<file path="config.mk">
export PLATFORM = sky130hd
export DESIGN_NAME = button_pulser
export DESIGN_NICKNAME = d
export VERILOG_FILES = /design/src/rtl/btn_pkg.sv /design/src/rtl/btn_debounce_channel.sv /design/src/rtl/button_pulser.sv
export SDC_FILE = /design/constraint.sdc
export NUM_CORES = 1
export LEC_CHECK = 0
export CAP_MARGIN = 30
export CORE_UTILIZATION = 45
export CTS_BUF_LIST = sky130_fd_sc_hd__clkbuf_16
export DETAILED_ROUTE_END_ITERATION = 10
export GPL_ROUTABILITY_DRIVEN = 0
export PLACE_DENSITY = 0.67
export SETUP_SLACK_MARGIN = 0.2
export SKIP_CTS_REPAIR_TIMING = 1
export SLEW_MARGIN = 20
export SYNTH_ARGS = -nofsm -noshare
export SYNTH_HDL_FRONTEND = slang
export SYNTH_SLANG_ARGS = --single-unit
export TNS_END_PERCENT = 1
</file>
<file path="constraint.sdc">
create_clock -name clk -period 4.3 [get_ports clk]
set_input_delay 0.43 -clock clk [delete_from_list [all_inputs] [get_ports clk]]
set_output_delay 0.43 -clock clk [all_outputs]
set_load 0.02 [all_outputs]
</file>
<file path="src/rtl/btn_pkg.sv">
// Shared constants for the button pulser: bit map, channel count and default timing.
// Auto-repeat is compiled in only when BTN_AUTOREPEAT_EN is defined.
package btn_pkg;

    localparam int unsigned NUM_BTN = 5;

    localparam int unsigned BTN_C = 0;
    localparam int unsigned BTN_L = 1;
    localparam int unsigned BTN_R = 2;
    localparam int unsigned BTN_U = 3;
    localparam int unsigned BTN_D = 4;

    localparam int unsigned DEF_DEBOUNCE_MS      = 20;
    localparam int unsigned DEF_REPEAT_DELAY_MS  = 500;
    localparam int unsigned DEF_REPEAT_PERIOD_MS = 100;

    function automatic int unsigned max2(input int unsigned a, input int unsigned b);
        return (a > b) ? a : b;
    endfunction

    // Bits needed to hold max_val without wrapping.
    function automatic int unsigned cnt_width(input int unsigned max_val);
        return (max_val < 2) ? 1 : $clog2(max_val + 1);
    endfunction

endpackage

</file>
<file path="src/rtl/btn_debounce_channel.sv">
// One button: 2-flop synchroniser, saturating debounce counter, accepted level and press pulse.
// Under BTN_AUTOREPEAT_EN a held press also emits repeat pulses when REPEAT_EN is set.
module btn_debounce_channel
    import btn_pkg::*;
#(
    parameter int unsigned DEBOUNCE_MS      = DEF_DEBOUNCE_MS,
    parameter int unsigned REPEAT_DELAY_MS  = DEF_REPEAT_DELAY_MS,
    parameter int unsigned REPEAT_PERIOD_MS = DEF_REPEAT_PERIOD_MS
`ifdef BTN_AUTOREPEAT_EN
    ,
    parameter bit          REPEAT_EN        = 1'b1
`endif
) (
    input  logic clk,
    input  logic rst_n,
    input  logic btn_raw,
    output logic pulse,
    output logic level
);

    localparam int unsigned CW =
        cnt_width(max2(max2(DEBOUNCE_MS, REPEAT_DELAY_MS), REPEAT_PERIOD_MS));
    localparam logic [CW-1:0] CNT_MAX    = '1;
    localparam logic [CW-1:0] DEB_TARGET = CW'(DEBOUNCE_MS);

    logic          s1_q, s2_q;
    logic          level_q, level_d;
    logic          pulse_q, pulse_d;
    logic [CW-1:0] cnt_q, cnt_d, cnt_inc;
    logic          differ, toggle, press;

    always_comb begin
        differ  = (s2_q != level_q);
        cnt_inc = (cnt_q == CNT_MAX) ? cnt_q : cnt_q + CW'(1);
        toggle  = differ && (cnt_inc == DEB_TARGET);
        press   = toggle && !level_q;
        level_d = level_q ^ toggle;
        cnt_d   = (differ && !toggle) ? cnt_inc : '0;
    end

    always_ff @(posedge clk or negedge rst_n) begin
        if (!rst_n) begin
            s1_q    <= 1'b0;
            s2_q    <= 1'b0;
            level_q <= 1'b0;
            cnt_q   <= '0;
            pulse_q <= 1'b0;
        end else begin
            s1_q    <= btn_raw;
            s2_q    <= s1_q;
            level_q <= level_d;
            cnt_q   <= cnt_d;
            pulse_q <= pulse_d;
        end
    end

`ifdef BTN_AUTOREPEAT_EN
    localparam int unsigned   RW        = cnt_width(max2(REPEAT_DELAY_MS, REPEAT_PERIOD_MS));
    localparam logic [RW-1:0] RPT_FIRST = RW'(REPEAT_DELAY_MS);
    localparam logic [RW-1:0] RPT_NEXT  = RW'(REPEAT_PERIOD_MS);

    logic [RW-1:0] rpt_cnt_q, rpt_cnt_d, rpt_inc;
    logic          rpt_first_q, rpt_first_d;
    logic          rpt_fire;

    // Repeats stop on the edge the release is accepted, even if a repeat was due.
    always_comb begin
        rpt_cnt_d   = rpt_cnt_q;
        rpt_first_d = rpt_first_q;
        rpt_fire    = 1'b0;
        rpt_inc     = rpt_cnt_q + RW'(1);
        if (press) begin
            rpt_cnt_d   = '0;
            rpt_first_d = 1'b1;
        end else if (REPEAT_EN && level_q && !toggle) begin
            if (rpt_inc == (rpt_first_q ? RPT_FIRST : RPT_NEXT)) begin
                rpt_fire    = 1'b1;
                rpt_cnt_d   = '0;
                rpt_first_d = 1'b0;
            end else begin
                rpt_cnt_d = rpt_inc;
            end
        end
    end

    always_ff @(posedge clk or negedge rst_n) begin
        if (!rst_n) begin
            rpt_cnt_q   <= '0;
            rpt_first_q <= 1'b0;
        end else begin
            rpt_cnt_q   <= rpt_cnt_d;
            rpt_first_q <= rpt_first_d;
        end
    end

    assign pulse_d = press | rpt_fire;
`else
    assign pulse_d = press;
`endif

    assign pulse = pulse_q;
    assign level = level_q;

endmodule

</file>
<file path="src/rtl/button_pulser.sv">
// Five debounced push-buttons turned into single-cycle press pulses plus debounced levels.
// Define BTN_AUTOREPEAT_EN to add auto-repeat on L/R/U/D.
module button_pulser
    import btn_pkg::*;
#(
    parameter int unsigned DEBOUNCE_MS      = DEF_DEBOUNCE_MS,
    parameter int unsigned REPEAT_DELAY_MS  = DEF_REPEAT_DELAY_MS,
    parameter int unsigned REPEAT_PERIOD_MS = DEF_REPEAT_PERIOD_MS
) (
    input  logic               clk,
    input  logic               rst_n,
    input  logic [NUM_BTN-1:0] btn_in,
    output logic               btnC,
    output logic               btnL,
    output logic               btnR,
    output logic               btnU,
    output logic               btnD,
    output logic [NUM_BTN-1:0] btn_level
);

    logic [NUM_BTN-1:0] pulse;

    for (genvar i = 0; i < NUM_BTN; i++) begin : g_chan
        btn_debounce_channel #(
            .DEBOUNCE_MS      (DEBOUNCE_MS),
            .REPEAT_DELAY_MS  (REPEAT_DELAY_MS),
            .REPEAT_PERIOD_MS (REPEAT_PERIOD_MS)
`ifdef BTN_AUTOREPEAT_EN
            ,
            .REPEAT_EN        (i != BTN_C)
`endif
        ) u_chan (
            .clk     (clk),
            .rst_n   (rst_n),
            .btn_raw (btn_in[i]),
            .pulse   (pulse[i]),
            .level   (btn_level[i])
        );
    end

    assign btnC = pulse[BTN_C];
    assign btnL = pulse[BTN_L];
    assign btnR = pulse[BTN_R];
    assign btnU = pulse[BTN_U];
    assign btnD = pulse[BTN_D];

endmodule

</file>
---- After elaboration in Yosys (flattened, before gate mapping) ----
Index checks and enable logic that the tools add are counted.
word-level totals
  output and inout port bits .............. 10
  flip-flop bits (word level) ............. 65
cells by class
  $add $sub $neg .......................... 5
  bitwise gates (word level) .............. 5
  eq/ne operators ......................... 15
  mux-type cells .......................... 10
  reductions and logical operators ........ 25
operator list
  cell                                           count
  two-way mux 9 bit                              10
  adder 9 x 1 -> 9 bit, second input constant    5
  == test 9 x 5 -> 1 bit, second input constant  5
  == test 9 bit, second input constant           5
  logical AND 1 bit                              15
  zero test 1 bit                                10
  != test 1 bit                                  5
  bitwise XOR 1 bit                              5

---- Logic depth before layout (Yosys ltp) ----
  depth in word-level cells ............... 7
  depth in mapped cells ................... 7
  depth with buffers taken out ............ 6

---- Hierarchy ----
Synthesis repeated with hierarchy kept, for this count alone.
unflattened totals
  cell total of the unflattened synthesis .. 330
  area, all modules ....................... 3265.6 um^2
by module, submodules not included
  module                area each (um^2)  cells each  times used
  btn_debounce_channel  653.1             66          5

---- Least setup slack after synthesis ----
No wires, ideal clock.
  path kind ............................... register -> register
  from .................................... register g_chan[2].u_chan.cnt_q[0]
  to ...................................... register (tool-made name)
  data required time ...................... 4.175 ns
  period minus slack after synthesis ...... 2.284 ns
  slack ................................... 2.016 ns
  arrival time ............................ 2.159 ns
  buffers on the path ..................... 1
  cell stages (with the launch flop) ...... 8
  library setup time ...................... 0.125 ns
  cells stage by stage .................... dfrtp_1 ha_1 buf_6 or2_4 a2111oi_4 o22ai_1 or3b_4 mux2_4
RTL lines
  what                    RTL line                    text
  from (decl)             btn_debounce_channel.sv:29  logic [CW-1:0] cnt_q, cnt_d, cnt_inc;
  from (signal assigned)  btn_debounce_channel.sv:52  cnt_q <= cnt_d;

==> impl_metrics.yaml <==
run_status:
  outcome: "completed"
pwr:
  vdd_drop_max_v: 0.000291
  p_leak_nw: 1.64
  total_power_mw: 1.36
  power_density_mw_per_mm2: 342
floorplanning:
  fp.dieW_um: 90.3
  die_y_um: 90.3
  die_area_mm2: 0.00815
  start_util_pct: 47.4
  rows: 31
  io_pins: 17
  core-area_mm2: 0.00741
logic_synthesis:
  ys_warn_count: 0
  synth_top_area_share_pct: 46.4
  synth_area_leaders: "dfrtp_1, nor2_1, xnor2_1"
  synthFlopType: "dfrtp_1"
  synth.distinct_cells: 54
  seq_area_frac_synth_pct: 46.4
  ys_ff_latch: 65
  syn_inst: 360
  synth_area_leader_cell: "dfrtp_1"
  synth-edff-count: 0
  synthArstFlopShare_pct: 100
  syn_nets: 372
  syn_avg_cell_area_um2: 9.75
  synth_area_mm2: 0.00351
cts:
  cts_made_buffers: 9
  clk_pin_slew_ns: 0.05
  htreeDepth: 3
  cts-root-buf: "clkbuf_16"
  cts_tree: "built"
  insertion_delay_ns: 0.32
  clock-sinks: 65
  clockBufferDepth: 2
sta:
  slew-limit-headroom_pct: 51.9
  skew_ns: 0.00587
  rsz0062_at_grt: "false"
  fmax_mhz: 414
  setup-tns-final_ns: 0
  fin_crit_ns: 2.41
  worst_pin_slew_ns: 0.717
  finalCritPeriodShare_pct: 56.1
  setup_viol: 0
  finalHoldViolCount: 0
  report.final.slew_viol_count: 0
critical_path:
  critPathLaunchType: "flip-flop"
  critPathArrivalTime_ns: 2.62
  startpoint: "g_chan[2].u_chan.cnt_q[0]"
  r2r_slack_ns: 1.89
  crit_path_max_fanout: 10
  reg2reg_depth: 6
  cp-end-kind: "flip-flop"
  crit_required_ns: 4.50
  critical_path_class: "flip-flop to flip-flop"
  reg2reg_from: "g_chan[2].u_chan.cnt_q[0]"
finish:
  drive_above_1_share_pct: 7.94
  fin_util_pct: 53.8
  area_delta_synth_final_pct: 13.6
  nets: 385
  mostFrequentLayoutCells: "dfrtp_1, nor2_1, nand2_1, nand3_1, a21oi_1"
  n_antenna_cell: 0
  final_common_cell: "dfrtp_1"
  n_fill_cell: 666
routing:
  via_count: 2709
  drtPass1Iterations: 4
  via_per_inst: 5.68
  wire_per_inst_um: 14.0
  drc: 0
  totalWireLength_mm: 6.66
  drtIter0Drc: 82
  ant_nets: 0
grt:
  grt_first_pass_wirelength_mm: 12.0
  grt_pass1_vias: 2648
  grt_usage_pct: 18.4
  grt_overflow: 0
  grt_max_degree: 39
  antenna_found_initial: 0
placement:
  port_buffers: 16
  hpwl_mm: 4.60
min_path:
  hp-class: "flip-flop to flip-flop"
  min_delay_path_depth: 0
job:
  drv_cap: 0
cell families (layout without fill, tap and decap cells):
group / Yosys count / count (layout) / share of synthesized area, %
simple gates: 157 / 157 / 23.9
compound gates: 78 / 78 / 15.8
flops: 65 / 65 / 46.4
buf+inv: 23 / 41 / 3.39
xor+xnor: 18 / 18 / 4.49
mux: 14 / 14 / 4.35
fa+ha+maj: 5 / 5 / 1.78
cells in the mapped netlist (all sizes together) (4+ instances only):
| library cell | n |
|---|---|
| a41oi | 4 |
| nor3b | 6 |
| a31o | 5 |
| and3 | 13 |
| nor4b | 4 |
| a21oi | 20 |
| inv | 6 |
| a31oi | 12 |
| dfrtp | 65 |
| nand3 | 20 |
| a2111oi | 4 |
| xnor2 | 13 |
| nand4 | 6 |
| o21ai | 6 |
| and2 | 9 |
| mux2i | 7 |
| o31ai | 4 |
| mux2 | 7 |
| nor2 | 37 |
| nor3 | 11 |
| nand2 | 26 |
| xor2 | 5 |
| clkbuf | 6 |
| buf | 11 |
| o21a | 4 |
| ha | 5 |
| nor2b | 6 |
report_power, final:
group	switching (mW)	total, mW	internal, mW	leakage (nW)
sequential	0.0211	0.650	0.628	0.872
clock	0.245	0.622	0.377	0.128
combinational	0.0496	0.0890	0.0393	0.642
registers in the layout, summed over array words and instances (netlist names), named ones only:
name / flops
g_chan.u_chan.cnt_q: 45
g_chan.u_chan.pulse: 5
g_chan.u_chan.s1_q: 5
g_chan.u_chan.s2_q: 5
per-layer routing:
metal / wire length [µm] / share of wire, % / track usage (%)
met3: 244 / 3.7 / 6.40
met2: 3220 / 48 / 29.4
met5: 0 / 0 / 0
met4: 89 / 1.3 / 6.72
met1: 3110 / 47 / 22.9
worst max-delay path: stages (launching register included):
cell,delay (ns)
dfrtp_1,0.46
ha_1,0.35
or2_4,0.30
a2111oi_4,0.32
o22ai_1,0.16
or3b_4,0.41
mux2_4,0.30
cell type report:
| cell class | instances | area (µm²) | share of cell area [%] |
|---|---|---|---|
| Clock inverter | 7 | 30.0 | 0.754 |
| Timing Repair Buffer | 19 | 193 | 4.84 |
| Sequential cell | 65 | 1630 | 40.8 |
| Inverter | 6 | 22.5 | 0.565 |
| Tap cell | 99 | 124 | 3.11 |
| Clock buffer | 9 | 225 | 5.65 |
| Multi-Input combinational cell | 272 | 1760 | 44.3 |
metrics by stage:
step	hold WS [ns]	setup slack, ns	cell area, µm²	instances
2_1_floorplan	0.134	2.02	3510	360
3_3_place_gp	0.332	1.96	3700	459
3_5_place_dp	0.335	1.91	3700	459
4_1_cts	0.250	1.90	3950	475
5_1_grt	0.356	1.79	3980	477
6_report	0.345	1.89	3980	477
worst min path at each step:
| stage | slack [ns] | endpoint | start |
|---|---|---|---|
| after floorplan | 0.13 | asynchronous set/reset pin | rst_n |
| after global placement | 0.33 | g_chan[0].u_chan.s2_q | g_chan[0].u_chan.s1_q |
| after detailed placement | 0.33 | g_chan[2].u_chan.s2_q | g_chan[2].u_chan.s1_q |
| after CTS | 0.25 | g_chan[3].u_chan.cnt_q[3] | rst_n |
| after global routing | 0.36 | g_chan[4].u_chan.s2_q | g_chan[4].u_chan.s1_q |
| final | 0.35 | g_chan[3].u_chan.s2_q | g_chan[3].u_chan.s1_q |
No activity file was read; power rests on OpenSTA's default activity.
